File: config.mk
export PLATFORM = sky130hd
export DESIGN_NAME = scene_compositor
export DESIGN_NICKNAME = d
export VERILOG_FILES = /design/src/rtl/scene_pkg.sv /design/src/rtl/rgb_scale.sv /design/src/rtl/scene_compositor.sv
export SDC_FILE = /design/constraint.sdc
export NUM_CORES = 1
export LEC_CHECK = 0
export ABC_AREA = 0
export BUFFER_PORTS_ARGS = -buffer_cell sky130_fd_sc_hd__buf_4
export CORE_MARGIN = 2
export CORE_UTILIZATION = 49
export DETAILED_ROUTE_END_ITERATION = 12
export PLACE_DENSITY = 0.95
export SLEW_MARGIN = 10
export SYNTH_ARGS = -nofsm -noshare
export SYNTH_HDL_FRONTEND = slang
export SYNTH_HIERARCHICAL = 1
export SYNTH_SLANG_ARGS = --single-unit
File: constraint.sdc
create_clock -name clk -period 4.35 [get_ports clk]
set_input_delay 0.6525 -clock clk [delete_from_list [all_inputs] [get_ports clk]]
set_output_delay 0.6525 -clock clk [all_outputs]
set_load 0.02 [all_outputs]
File: src/rtl/scene_pkg.sv
// scene_pkg: shared scene codes, default widths and fade FSM states for scene_compositor
package scene_pkg;
  localparam int SEL_W = 4;
  localparam int ADDR_W = 17;
  localparam int RGB_W = 12;
  localparam int LEVEL_MAX = 16;
  localparam logic [SEL_W-1:0] START = 4'd1;
  localparam logic [SEL_W-1:0] CHOOSE = 4'd2;
  localparam logic [SEL_W-1:0] FIGHT = 4'd3;
  localparam logic [SEL_W-1:0] WIN = 4'd4;
  typedef enum logic [1:0] {SHOW, FADE_OUT, SWAP, FADE_IN} fade_state_t;
endpackage

File: src/rtl/rgb_scale.sv
// rgb_scale: combinational per-component brightness scaling, c*level/LEVEL_MAX
module rgb_scale
  import scene_pkg::*;
#(
  parameter int RGB_W = scene_pkg::RGB_W
) (
  input logic [RGB_W-1:0] rgb,
  input logic [4:0] level,
  output logic [RGB_W-1:0] scaled
);
  localparam int C = RGB_W / 3;
  localparam int P = C + 5;
  for (genvar i = 0; i < 3; i++) begin : g_comp
    assign scaled[i*C +: C] = C'((P'(rgb[i*C +: C]) * P'(level)) >> $clog2(LEVEL_MAX));
  end
endmodule

File: src/rtl/scene_compositor.sv
// scene_compositor: scene channel mux with registered blank-aware RGB; SCENE_COMPOSITOR_FADE_EN adds the frame-timed fade FSM
module scene_compositor #(
  parameter int N_SCENES = 4,
  parameter int SEL_W = scene_pkg::SEL_W,
  parameter int ADDR_W = scene_pkg::ADDR_W,
  parameter int RGB_W = scene_pkg::RGB_W,
  parameter int FRAMES_PER_STEP = 2
) (
  input logic clk,
  input logic reset,
  input logic [SEL_W-1:0] scene_state,
  input logic frame_tick,
  input logic valid,
  input logic [N_SCENES*ADDR_W-1:0] addr_in,
  input logic [N_SCENES*RGB_W-1:0] rgb_in,
  output logic [ADDR_W-1:0] addr_out,
  output logic [RGB_W-1:0] rgb_out,
  output logic [SEL_W-1:0] shown_scene,
  output logic busy
);
  import scene_pkg::*;
  localparam logic [4:0] LVL_MAX = 5'(LEVEL_MAX);
  fade_state_t state, state_nx;
  logic [4:0] level;
  logic [RGB_W-1:0] rgb_sel, rgb_scaled;
  logic mismatch;
  assign mismatch = scene_state != shown_scene;
  assign busy = state != SHOW;
  always_comb begin
    addr_out = '0;
    rgb_sel = '0;
    for (int i = 0; i < N_SCENES; i++)
      if (shown_scene == SEL_W'(i + 1)) begin
        addr_out = addr_in[i*ADDR_W +: ADDR_W];
        rgb_sel = rgb_in[i*RGB_W +: RGB_W];
      end
  end
  rgb_scale #(.RGB_W(RGB_W)) u_scale (.rgb(rgb_sel), .level(level), .scaled(rgb_scaled));
`ifdef SCENE_COMPOSITOR_FADE_EN
  logic [7:0] fcnt, fcnt_nx;
  logic [4:0] level_nx;
  logic step, fading;
  assign step = frame_tick && fcnt == 8'(FRAMES_PER_STEP - 1);
  assign fading = state == FADE_OUT || (state == FADE_IN && !mismatch);
  assign fcnt_nx = !fading || step ? '0 : fcnt + 8'(frame_tick);
  always_comb begin
    state_nx = state;
    level_nx = level;
    case (state)
      SHOW: begin
        level_nx = LVL_MAX;
        state_nx = mismatch ? FADE_OUT : SHOW;
      end
      FADE_OUT: begin
        level_nx = step && level != 5'd0 ? level - 5'd1 : level;
        state_nx = level == 5'd0 || (step && level == 5'd1) ? SWAP : FADE_OUT;
      end
      SWAP: state_nx = FADE_IN;
      FADE_IN: begin
        level_nx = !mismatch && step ? level + 5'd1 : level;
        state_nx = mismatch ? FADE_OUT : step && level == LVL_MAX - 5'd1 ? SHOW : FADE_IN;
      end
    endcase
  end
  always_ff @(posedge clk)
    if (reset) begin
      level <= LVL_MAX;
      fcnt <= '0;
    end else begin
      level <= level_nx;
      fcnt <= fcnt_nx;
    end
`else
  logic unused_tick;
  assign unused_tick = frame_tick ^ (FRAMES_PER_STEP > 0);
  assign level = LVL_MAX;
  assign state_nx = state == SHOW && mismatch ? SWAP : SHOW;
`endif
  always_ff @(posedge clk)
    if (reset) begin
      state <= SHOW;
      shown_scene <= '0;
      rgb_out <= '0;
    end else begin
      state <= state_nx;
      if (state == SWAP) shown_scene <= scene_state;
      rgb_out <= valid ? rgb_scaled : '0;
    end
endmodule

# Word-level counts from Yosys, hierarchy flattened
# Index checks and enable logic that the tools add are counted.
word_totals:
  register_bits: 18
  latch_bits: 0
  ramBits: 0
  rom_bits: 0
  inputBits: 124
  out_inout_bits: 34
  n_memories: 0
classes:
  add_sub_neg: 0
  mul: 0
  div: 0
  n_lt_le_gt_ge: 0
  eq_ne: 6
  n_shift: 0
  mux: 9
  n_bitwise: 1
  n_reduce_logical: 4
op_table:
  columns: ["op", "count"]
  rows:
  - ["$mux W17", 4]
  - ["$mux W12", 4]
  - ["$eq A4 B2 Y1 const B", 2]
  - ["$eq A4 B1 Y1 const B", 1]
  - ["$eq A4 B3 Y1 const B", 1]
  - ["$ne A4 B4 Y1", 1]
  - ["$eq A2 B2 Y1 const B", 1]
  - ["$logic_not A2 Y1", 1]
  - ["$mux W2", 1]
  - ["$reduce_bool A2 Y1", 1]
  - ["$reduce_or A2 Y1", 1]
  - ["$logic_and A1 B1 Y1", 1]
  - ["$not A1 Y1", 1]

# Depth between registers and ports, before layout
# Gate-level depths: netlist (run 1).
logic_depth:
  word_depth: 5
  depth_mapped: 16
  depth_no_buf: 14

# Hierarchy
# The synthesis (run 1) kept the hierarchy.
modules_own_cells:
  columns: ["module", "instances", "cells_each", "area_per_inst_um2", "seq_area_each_um2"]
  rows:
  - ["scene_compositor", 1, 187, 1408.9, 340.3]
  - ["rgb_scale", 1, 171, 1400.1, 0.0]

# Least setup slack after synthesis (run 1)
# OpenSTA, ideal clock, no wires.
synth_path:
  path_type: "reg2reg"
  startpoint: "register shown_scene[1]"
  endpoint: "register rgb_out[9]"
  arrival_ps: 2685
  path_slack_ps: 1550
  stages_incl_launch_ff: 12
  period_less_slack_ps: 2800
  path_cell_list: "dfxtp_1 buf_4 nand2_1 buf_2 o221ai_1 o21ai_0 and2_1 fa_1 ha_1 ha_1 xor2_1 and2_1"
synth_via:
  elab_chain_cells: 5
  word_cells_on_any_way: 8
  classes_between: "eq/ne (4); mux (4)"
synth_rtl:
  columns: ["element", "line_no", "text"]
  rows:
  - ["from (decl)", "scene_compositor.sv:18", "output logic [SEL_W-1:0] shown_scene,"]
  - ["from (signal assigned)", "scene_compositor.sv:86", "if (state == SWAP) shown_scene <= scene_state;"]
  - ["$eq A4 B1 Y1", "scene_compositor.sv:33", "if (shown_scene == SEL_W'(i + 1)) begin"]
  - ["$mux W12 (3 in a row)", "scene_compositor.sv:33", null]
  - ["$mux W12 (*)", "scene_compositor.sv:33", null]
  - ["via rgb_sel[9]", "scene_compositor.sv:25", "logic [RGB_W-1:0] rgb_sel, rgb_scaled;"]
  - ["to (signal assigned)", "scene_compositor.sv:87", "rgb_out <= valid ? rgb_scaled : '0;"]
  - ["to (decl)", "scene_compositor.sv:17", "output logic [RGB_W-1:0] rgb_out,"]
# Mark *: on every way through the listed nets, which the timed path passes. The rest lies on a longest branch.
# A chain may end at the register's enable or synchronous reset.

# Final worst setup path (run 1)
layout_path:
  startpoint: "register shown_scene[1]"
  endpoint: "register rgb_out[1]"
# The elaborated chain is that of the path after synthesis.

==> results.yml, run 1 <==
route:
  route.detailed.drc: 0
  ant_nets: 0
  vias_per_cell: 5.34
  routed_wl_mm: 8.42
  first_pass_iters: 4
  first_iter_violations: 115
  num_vias: 3125
  wl_per_cell_um: 14.4
synth:
  yosysUniqueCellTypes: 30
  avgSynthCellArea_um2: 7.85
  synth_warnings: 6
  seq_area_frac_synth_pct: 12.1
  syn-cell-area_um2: 2810
  synthArstFlopShare_pct: 0
  syn_inst: 358
  synthFlopType: "dfxtp_1"
  synth-seq-cells: 17
  synth-edff-count: 0
layout:
  drive_gt1_share_pct: 38.6
  n_fill_cell: 397
  nets: 680
  antenna_cells: 0
  utilization_pct: 73.9
  area_growth_syn_to_layout_pct: 44.9
  final_cell_mix: "162 x buf_4, 45 x nand2_1, 44 x and2_1, 38 x a21oi_1, 29 x o221ai_1"
  final_common_cell: "buf_4"
sta:
  finalWorstPathRequiredPeriod_ns: 3.63
  slew_headroom_pct: 35.4
  worst_slack_ns: 0.719
  finalMaxSlewViolations: 0
  fmax_mhz: 275
  tightest_slew_ns: 0.965
  rsz0062_at_grt: "false"
  finalClockSkew_ns: 0.00292
  fin_tns_setup_ns: 0
  post-route-period-util_pct: 83.5
  hold_violations: 0
  setup_viol_count_final: 0
cts:
  cts.repair.resized: 0
  clockBufferDepth: 2
  path_clk_slew_ns: 0.07
  numClockSinks: 17
  cts_buffers: 3
  root_buffer: "clkbuf_8"
  hold_buffers: 0
  ctsHtreeMaxLevel: 1
  clkLatencyLatePin_ns: 0.25
  post-cts-setup-buffers: 0
  cts_tree: "done"
run_status:
  status: "complete, no violations"
critical_path:
  criticalPathCategory: "flop to flop"
  worstPathRequired_ns: 4.50
  reg2reg_to: "rgb_out[1]$_SDFF_PP0_"
  rr_startpoint: "shown_scene[1]$_SDFFE_PP0P_"
  rr_worst_depth: 9
  reg2reg_setup_slack_ns: 0.72
  path_max_fanout: 36
  worstPathArrival_ns: 3.78
  end_kind: "flop"
  startpoint_type: "flop"
place:
  numPortBuffers: 156
  place_ws_ns: 0.745
  dp_hpwl_mm: 6.62
  gp_congestion: 0.825
power_and_ir_drop:
  peakVddDrop_v: 0.000117
  p_leak_nw: 2.06
  powerDensity_nw_per_um2: 175
grt:
  grt_pass1_wl_mm: 13.8
  grt_max_degree: 37
  track_usage_pct: 27.0
  first_global_vias: 2982
  gr-total-overflow: 0
  grt_antenna_before_repair: 0
hold_path:
  hold_start: "shown_scene[2]$_SDFFE_PP0P_"
  min_to: "shown_scene[2]$_SDFFE_PP0P_"
  hold_path_class: "flop to flop"
  min_path_cells: 2
die:
  boundaryPins: 158
  fp.dieH_um: 79.7
  num_rows: 27
  die_w_um: 79.7
  core-area_um2: 5510
  start_util_pct: 51.0
  design.die.area_um2: 6350
job:
  drv_cap: 0
## critical path, cell delays in order, from the launching register on
cell	delay (ns)
dfxtp_2	0.77
nand2_1	0.52
o221ai_1	0.31
o21ai_0	0.23
and2_1	0.24
fa_1	0.45
ha_1	0.32
ha_1	0.37
xor2_1	0.17
and2_1	0.13
## worst max-delay path by stage
stage                                 from                     to  slack (ns)  cells after the start
6_report       shown_scene[1]$_SDFFE_PP0P_  rgb_out[1]$_SDFF_PP0_        0.72                      9
3_5_place_dp   shown_scene[1]$_SDFFE_PP0P_  rgb_out[9]$_SDFF_PP0_        0.75                      9
5_1_grt        shown_scene[1]$_SDFFE_PP0P_  rgb_out[1]$_SDFF_PP0_        0.50                      9
3_3_place_gp   shown_scene[1]$_SDFFE_PP0P_  rgb_out[1]$_SDFF_PP0_        0.80                      9
2_1_floorplan  shown_scene[1]$_SDFFE_PP0P_  rgb_out[9]$_SDFF_PP0_        1.55                     11
4_1_cts        shown_scene[1]$_SDFFE_PP0P_  rgb_out[9]$_SDFF_PP0_        0.73                      9
## power by group
group	internal, mW	switching [mW]	total [mW]
sequential	0.165	0.0135	0.179
clock	0.0651	0.0540	0.119
combinational	0.202	0.211	0.413
## flip-flops by register name (all words and copies together), names as in the netlist
register / flops
shown_scene: 4
rgb_out: 12
state: 1
## cell families (layout without fill, tap and decap cells)
group,Yosys count,after routing,synth area share [%]
AND/OR/NAND/NOR,115,115,21.5
AO/OA/AOI/OAI,111,111,27.2
buffers and inverters,45,185,7.93
adder cells (fa/ha/maj),42,42,22.7
XOR/XNOR,22,22,6.86
flip-flops,17,17,12.1
multiplexers,4,4,1.43
other,2,17,0.267
## metal layers
layer | GRT usage [%] | wire (um) | up-vias
met3 | 4.19 | 663 | 19
met1 | 30.8 | 3250 | 1433
met5 | 0 | 0 | -
met4 | 8.97 | 208 | 0
met2 | 50.6 | 4300 | 133
li1 | - | - | 1540
## metrics by stage
stage,total power [mW],area [um2],cells,hold slack [ns]
2_1_floorplan,0.429,2870,373,0.624
3_3_place_gp,0.573,4020,581,0.584
3_5_place_dp,0.584,4020,581,0.591
4_1_cts,0.703,4070,585,0.597
5_1_grt,0.768,4070,585,0.604
6_report,0.710,4070,585,0.597
## layout make-up
type	count	area, um2	share of cell area [%]
clock buffer	4	45.0	1.11
inverter	19	71.3	1.75
multi-input combinational	311	2300	56.6
sequential	17	342	8.39
tap	72	90.1	2.21
timing repair buffer	162	1220	29.9
## cell usage after synthesis (2+ instances only)
cell type | n | area (um2)
clkbuf_1 | 11 | 41.3
xnor2_1 | 9 | 78.8
nand2_2 | 11 | 68.8
o21ai_2 | 13 | 114
buf_2 | 7 | 35.0
dfxtp_1 | 17 | 340
o21ai_0 | 22 | 110
inv_1 | 19 | 71.3
nand2_1 | 45 | 169
conb_1 | 2 | 7.51
buf_4 | 5 | 37.5
a21oi_1 | 38 | 190
o221ai_1 | 29 | 254
nand4_1 | 3 | 18.8
mux2i_1 | 4 | 40.0
ha_1 | 27 | 338
nor2_1 | 8 | 30.0
and2_1 | 44 | 275
o21ba_2 | 2 | 20.0
o21bai_2 | 3 | 33.8
fa_1 | 15 | 300
buf_6 | 2 | 22.5
a41oi_1 | 3 | 26.3
xor2_1 | 13 | 114
Note: power is estimated with default switching activity, not from simulation.
==> run 2, diff against run 1 <==
Settings changed: CORE_UTILIZATION 49 to 46.
Clock period 4.35 ns to 3.75 ns, I/O delays scaled along.
==> run 2 against run 1 <==
  * Hold slack got worse by 0.088 ns
  * First-iteration DRC count is 21% higher
  * Power is 18% higher
  * Register-to-register slack worse by 0.13 ns
  * Worst setup slack worse by 0.13 ns
  * Die area up 6.2%
  * Cell count grew 0.68%
  * Critical path depth grew 1
  * Count of clock-buffer cells in the layout did not move
  * Largest power group unchanged
  * Highest routed layer unchanged
==> results.yml, run 2 (same netlist as run 1, synthesis figures left out) <==
sta:
  hold_ws_ns: 0.509
  post-route-period-util_pct: 84.3
  finalWorstPathRequiredPeriod_ns: 3.16
  fmax_mhz: 316
  setup_viol_count_final: 0
  rsz0062_at_grt: "false"
  slew_headroom_pct: 28.8
  hold_violations: 0
  tightest_slew_ns: 1.06
  finalMaxSlewViolations: 0
  fin_tns_setup_ns: 0
  finalClockSkew_ns: 0.00877
power_and_ir_drop:
  peakVddDrop_v: 0.000131
  powerDensity_nw_per_um2: 205
  power_frac_seq_pct: 24.5
  p_leak_nw: 2.06
  p_sw_share_pct: 39.9
  p_switching_mw: 0.334
  pwr-share-clk_pct: 16.8
  total_power_mw: 0.837
  internal_power_mw: 0.503
  combinationalPowerShare_pct: 58.7
layout:
  drive_gt1_share_pct: 38.7
  final_cell_mix: "163 x buf_4, 45 x nand2_1, 44 x and2_1, 38 x a21oi_1, 29 x o221ai_1"
  largest_reg_flops: 12
  seq_area_um2: 342
  multi_input_area_um2: 2300
  final_common_cell: "buf_4"
  utilization_pct: 68.9
  antenna_cells: 0
  n_fill_cell: 486
  area_growth_syn_to_layout_pct: 45.3
  top_register: "rgb_out"
  fin_area_um2: 4080
  nets: 681
  reg_top3: "rgb_out (12), shown_scene (4), state (1)"
cts:
  post-cts-setup-buffers: 0
  hold_buffers: 0
  clkLatencyLatePin_ns: 0.26
  path_clk_slew_ns: 0.07
  numClockSinks: 17
  cts_tree: "done"
  cts_buffers: 3
  ctsHtreeMaxLevel: 1
  root_buffer: "clkbuf_8"
  cts.repair.resized: 0
  clockBufferDepth: 2
route:
  num_vias: 3244
  route.detailed.drc: 0
  ant_nets: 0
  wl_per_cell_um: 15.6
  vias_per_cell: 5.51
  routed_wl_mm: 9.18
  first_pass_iters: 4
  first_iter_violations: 139
die:
  core-area_um2: 5920
  die_w_um: 82.1
  num_rows: 28
  boundaryPins: 158
  design.die.area_um2: 6750
  start_util_pct: 47.4
  fp.dieH_um: 82.1
critical_path:
  rr_worst_depth: 10
  path_max_fanout: 19
  worstPathArrival_ns: 3.36
  worstPathRequired_ns: 3.95
  reg2reg_setup_slack_ns: 0.59
  startpoint_type: "flop"
  criticalPathCategory: "flop to flop"
  end_kind: "flop"
job:
  drv_cap: 0
grt:
  grt_antenna_before_repair: 0
  grt_pass1_wl_mm: 14.4
  first_global_vias: 3277
  grt_max_degree: 27
  gr-total-overflow: 0
  track_usage_pct: 27.6
hold_path:
  min_path_cells: 2
  hold_path_class: "input pin to flop"
place:
  gp_congestion: 0.882
  dp_hpwl_mm: 7.47
  place_area_um2: 4040
  numPortBuffers: 156
run_status:
  status: "complete, no violations"
run 2: cell types whose count changed in the layout (fill, tap and decap cells not counted), sizes merged:
cell,before,now
buf,162,163
run 2: final cells by class:
cell class | count | share of cell area [%]
multi-input combinational | 311 | 56.5
sequential | 17 | 8.37
inverter | 19 | 1.75
timing repair buffer | 163 | 30.0
tap | 75 | 2.30
clock buffer | 4 | 1.10
run 2: final timing paths:
path | start | to
max | shown_scene[0]$_SDFFE_PP0P_ | rgb_out[5]$_SDFF_PP0_
min | reset | shown_scene[1]$_SDFFE_PP0P_
max reg2reg | shown_scene[0]$_SDFFE_PP0P_ | rgb_out[5]$_SDFF_PP0_
min reg2reg | shown_scene[2]$_SDFFE_PP0P_ | shown_scene[2]$_SDFFE_PP0P_
run 2: routing by layer:
metal | vias to the layer above | global-route usage (%) | share of wire (%)
li1 | 1546 | - | -
met1 | 1510 | 28.3 | 36
met2 | 155 | 53.8 | 52
met3 | 33 | 4.67 | 8.7
met4 | 0 | 12.7 | 3.7
met5 | - | 0 | 0
run 2: worst max-delay path, cell delays in order, from the launching register on:
cell and delay [ns]:
dfxtp_1 0.44, nor4b_4 0.99, nand2_1 0.10, o21ai_0 0.25, nand2_1 0.14, fa_1 0.45, inv_1 0.08, ha_1 0.14
ha_1 0.23, xor2_1 0.15, and2_1 0.12
run 2: stage by stage:
stage          setup WS [ns]  cells
4_1_cts                0.621    589
6_report               0.588    589
5_1_grt                0.341    589
2_1_floorplan          0.950    373
3_5_place_dp           0.656    585
3_3_place_gp           0.718    585
run 2: power by group through the flow:
| stage | combinational, mW | clock (mW) | sequential, mW |
|---|---|---|---|
| CTS | 0.474 | 0.142 | 0.205 |
| floorplan | 0.283 | 0 | 0.214 |
| detailed placement | 0.472 | 0 | 0.209 |
| global placement | 0.456 | 0 | 0.209 |
| global route | 0.543 | 0.150 | 0.207 |
| finish | 0.492 | 0.141 | 0.205 |
==> run 3, diff against run 2 <==
Settings changed: ABC_AREA 0 to 1, CORE_UTILIZATION 46 to 43, PLACE_DENSITY 0.95 to 0.91.
Clock period 3.75 ns to 2.58 ns, I/O delays scaled along.
==> run 3 against run 2 <==
  * Register-to-register slack worse by 0.47 ns
  * Highest routed layer unchanged
  * Clock power up 48%
  * Hold slack worse by 0.13 ns
  * Critical endpoint is now rgb_out[1]$_SDFF_PP0_
  * Critical path type unchanged
  * Die area up 20%
  * Final area up 14%
  * Count of clock-buffer cells in the layout down 1
  * Via count up 25%
  * Area after synthesis up 13%
  * Worst setup slack worse by 0.47 ns
==> results.yml, run 3 <==
cts:
  root_buffer: "clkbuf_8"
  clockBufferDepth: 2
  ctsHtreeMaxLevel: 1
  clkLatencyLatePin_ns: 0.25
  path_clk_slew_ns: 0.07
  hold_buffers: 0
  cts_buffers: 3
  numClockSinks: 17
  cts_tree: "done"
synth:
  synth_warnings: 6
  syn_inst: 515
  synth_top_family_by_area: "simple AND/OR/NAND/NOR gates"
  synth_compound_gate_area_share_pct: 3.53
  avgSynthCellArea_um2: 6.19
  synth_mux_area_share_pct: 0
  syn-cell-area_um2: 3190
  synth_top_area_share_pct: 19.6
  synth_xor_xnor_area_share_pct: 2.47
  yosysUniqueCellTypes: 26
  synthTopCellsByArea: "nand3_1 20%, nand2_1 12%, dfxtp_1 11%"
  synthAdderAreaFrac_pct: 20.0
  synthArstFlopShare_pct: 0
  post-synth-top-count-cell: "nand3_1"
  synth_common_cells: "125 x nand3_1, 104 x nand2_1, 90 x inv_1, 32 x nand4_1, 27 x ha_1"
  synth-seq-cells: 17
  synthFlopType: "dfxtp_1"
  synthSimpleGateAreaFrac_pct: 45.6
  synth_top_cell_by_area: "nand3_1"
  seq_area_frac_synth_pct: 10.7
  synth-edff-count: 0
route:
  route.detailed.drc: 0
  first_pass_iters: 5
  first_iter_violations: 290
  num_vias: 4058
  ant_nets: 0
  wl_per_cell_um: 13.9
  vias_per_cell: 5.24
  routed_wl_mm: 10.8
critical_path:
  crit_slowest_cell: "fa_1"
  criticalPathCategory: "flop to flop"
  worstPathArrival_ns: 2.59
  reg2reg_to: "rgb_out[1]$_SDFF_PP0_"
  cp_cell_sequence: "nor2_2 -> buf_12 -> nand3_1 -> nand4_1 -> nand2_1 -> inv_1 -> fa_1 -> ha_1 -> ha_4 -> xor2_1 -> inv_1 -> nor2_1"
  end_kind: "flop"
  cp.depth: 12
  worstPathRequired_ns: 2.71
  cpPeakStageDelay_ns: 0.48
  crit_path_end: "rgb_out[1]$_SDFF_PP0_"
  startpoint_type: "flop"
  rr_startpoint: "shown_scene[0]$_SDFFE_PP0P_"
  cp_top_family: "adder cells"
  path_buf_inv: 3
  cpMostUsedCell: "inv_1"
  rr_worst_depth: 12
  worstSetupStartpoint: "shown_scene[0]$_SDFFE_PP0P_"
  reg2reg_setup_slack_ns: 0.12
  path_max_fanout: 12
place:
  place_area_um2: 4530
  numPortBuffers: 156
  dp_cells: 767
  dp_hpwl_mm: 8.59
  gp_congestion: 0.891
  place_ws_ns: 0.115
sta:
  post-route-period-util_pct: 95.4
  finalWorstPathRequiredPeriod_ns: 2.46
  finalMaxSlewViolations: 0
  hold_ws_ns: 0.375
  finalClockSkew_ns: 0.00132
  rsz0062_at_grt: "false"
  fmax_mhz: 406
  fin_tns_setup_ns: 0
  worst_slack_ns: 0.119
  setup_viol_count_final: 0
  hold_violations: 0
run_status:
  status: "complete, no violations"
die:
  num_rows: 31
  core-area_um2: 7210
  boundaryPins: 158
  start_util_pct: 44.2
  fp.dieH_um: 90.1
  design.die.area_um2: 8120
  die_w_um: 90.1
grt:
  first_global_vias: 4043
  gr-total-overflow: 0
  track_usage_pct: 25.9
  grt_max_degree: 55
  grt_pass1_wl_mm: 17.7
  grt_antenna_before_repair: 0
hold_path:
  hold_path_class: "input pin to flop"
layout:
  n_fill_cell: 662
  fin_area_um2: 4640
  final_cell_mix: "173 x buf_4, 125 x nand3_1, 104 x nand2_1, 90 x inv_1, 32 x nand4_1"
  nets: 843
  area_growth_syn_to_layout_pct: 45.4
  drive_gt1_share_pct: 31.7
  antenna_cells: 0
  fin_cells: 775
  top_register: "rgb_out"
  reg_top3: "rgb_out (12), shown_scene (4), state (1)"
  final_common_cell: "buf_4"
  utilization_pct: 64.3
  largest_reg_flops: 12
job:
  drv_cap: 0
power_and_ir_drop:
  total_power_mw: 1.68
  peakVddDrop_v: 0.000164
  powerDensity_nw_per_um2: 363
  p_leak_nw: 2.74
[run 3: what timing repair did]
item,in CTS,in global routing
endpoints found under the hold margin,0,0
resized for setup,0,5
buffers inserted,0,3
setup endpoints to repair,0,7
[run 3: layout make-up]
cell class                 instances  area [um2]  area share, %
timing repair buffer             178        1390           30.0
sequential                        17         350           7.56
inverter                          94         355           7.67
clock inverter                     1        5.00          0.108
multi-input combinational        383        2370           51.1
tap                               99         124           2.67
clock buffer                       3        41.3          0.891
[run 3: worst min-delay path by stage]
| stage | from | to | slack [ns] | cells past startpoint |
|---|---|---|---|---|
| 4_1_cts | reset | state[1]$_SDFF_PP0_ | 0.37 | 3 |
| 3_5_place_dp | state[1]$_SDFF_PP0_ | shown_scene[3]$_SDFFE_PP0P_ | 0.55 | 1 |
| 6_report | reset | state[1]$_SDFF_PP0_ | 0.37 | 3 |
| 2_1_floorplan | scene_state[0] | shown_scene[0]$_SDFFE_PP0P_ | 0.53 | 2 |
| 5_1_grt | reset | state[1]$_SDFF_PP0_ | 0.37 | 3 |
| 3_3_place_gp | state[1]$_SDFF_PP0_ | shown_scene[3]$_SDFFE_PP0P_ | 0.53 | 1 |
[run 3: cell families after synthesis]
family	after synthesis
simple gates	299
buf+inv	125
fa+ha+maj	42
compound gates	21
flops	17
xor+xnor	9
other cells	2
[run 3: where the power goes]
part	internal (mW)	total, mW	switching (mW)
clock	0.107	0.208	0.100
sequential	0.286	0.311	0.0245
combinational	0.503	1.16	0.660
total	0.896	1.68	0.785
[run 3: routing by layer]
metal  vias to the layer above  wire length, um  track usage, %
li1                       1976                -               -
met1                      1849             4190            30.3
met2                       203             5450            47.5
met3                        30              779            3.44
met4                         0              323            10.5
met5                         -                0               0
[run 3: tightest hold or removal path, stage by stage]
cell	delay, ns
buf_4	0.08
or2_2	0.09
a21oi_1	0.03
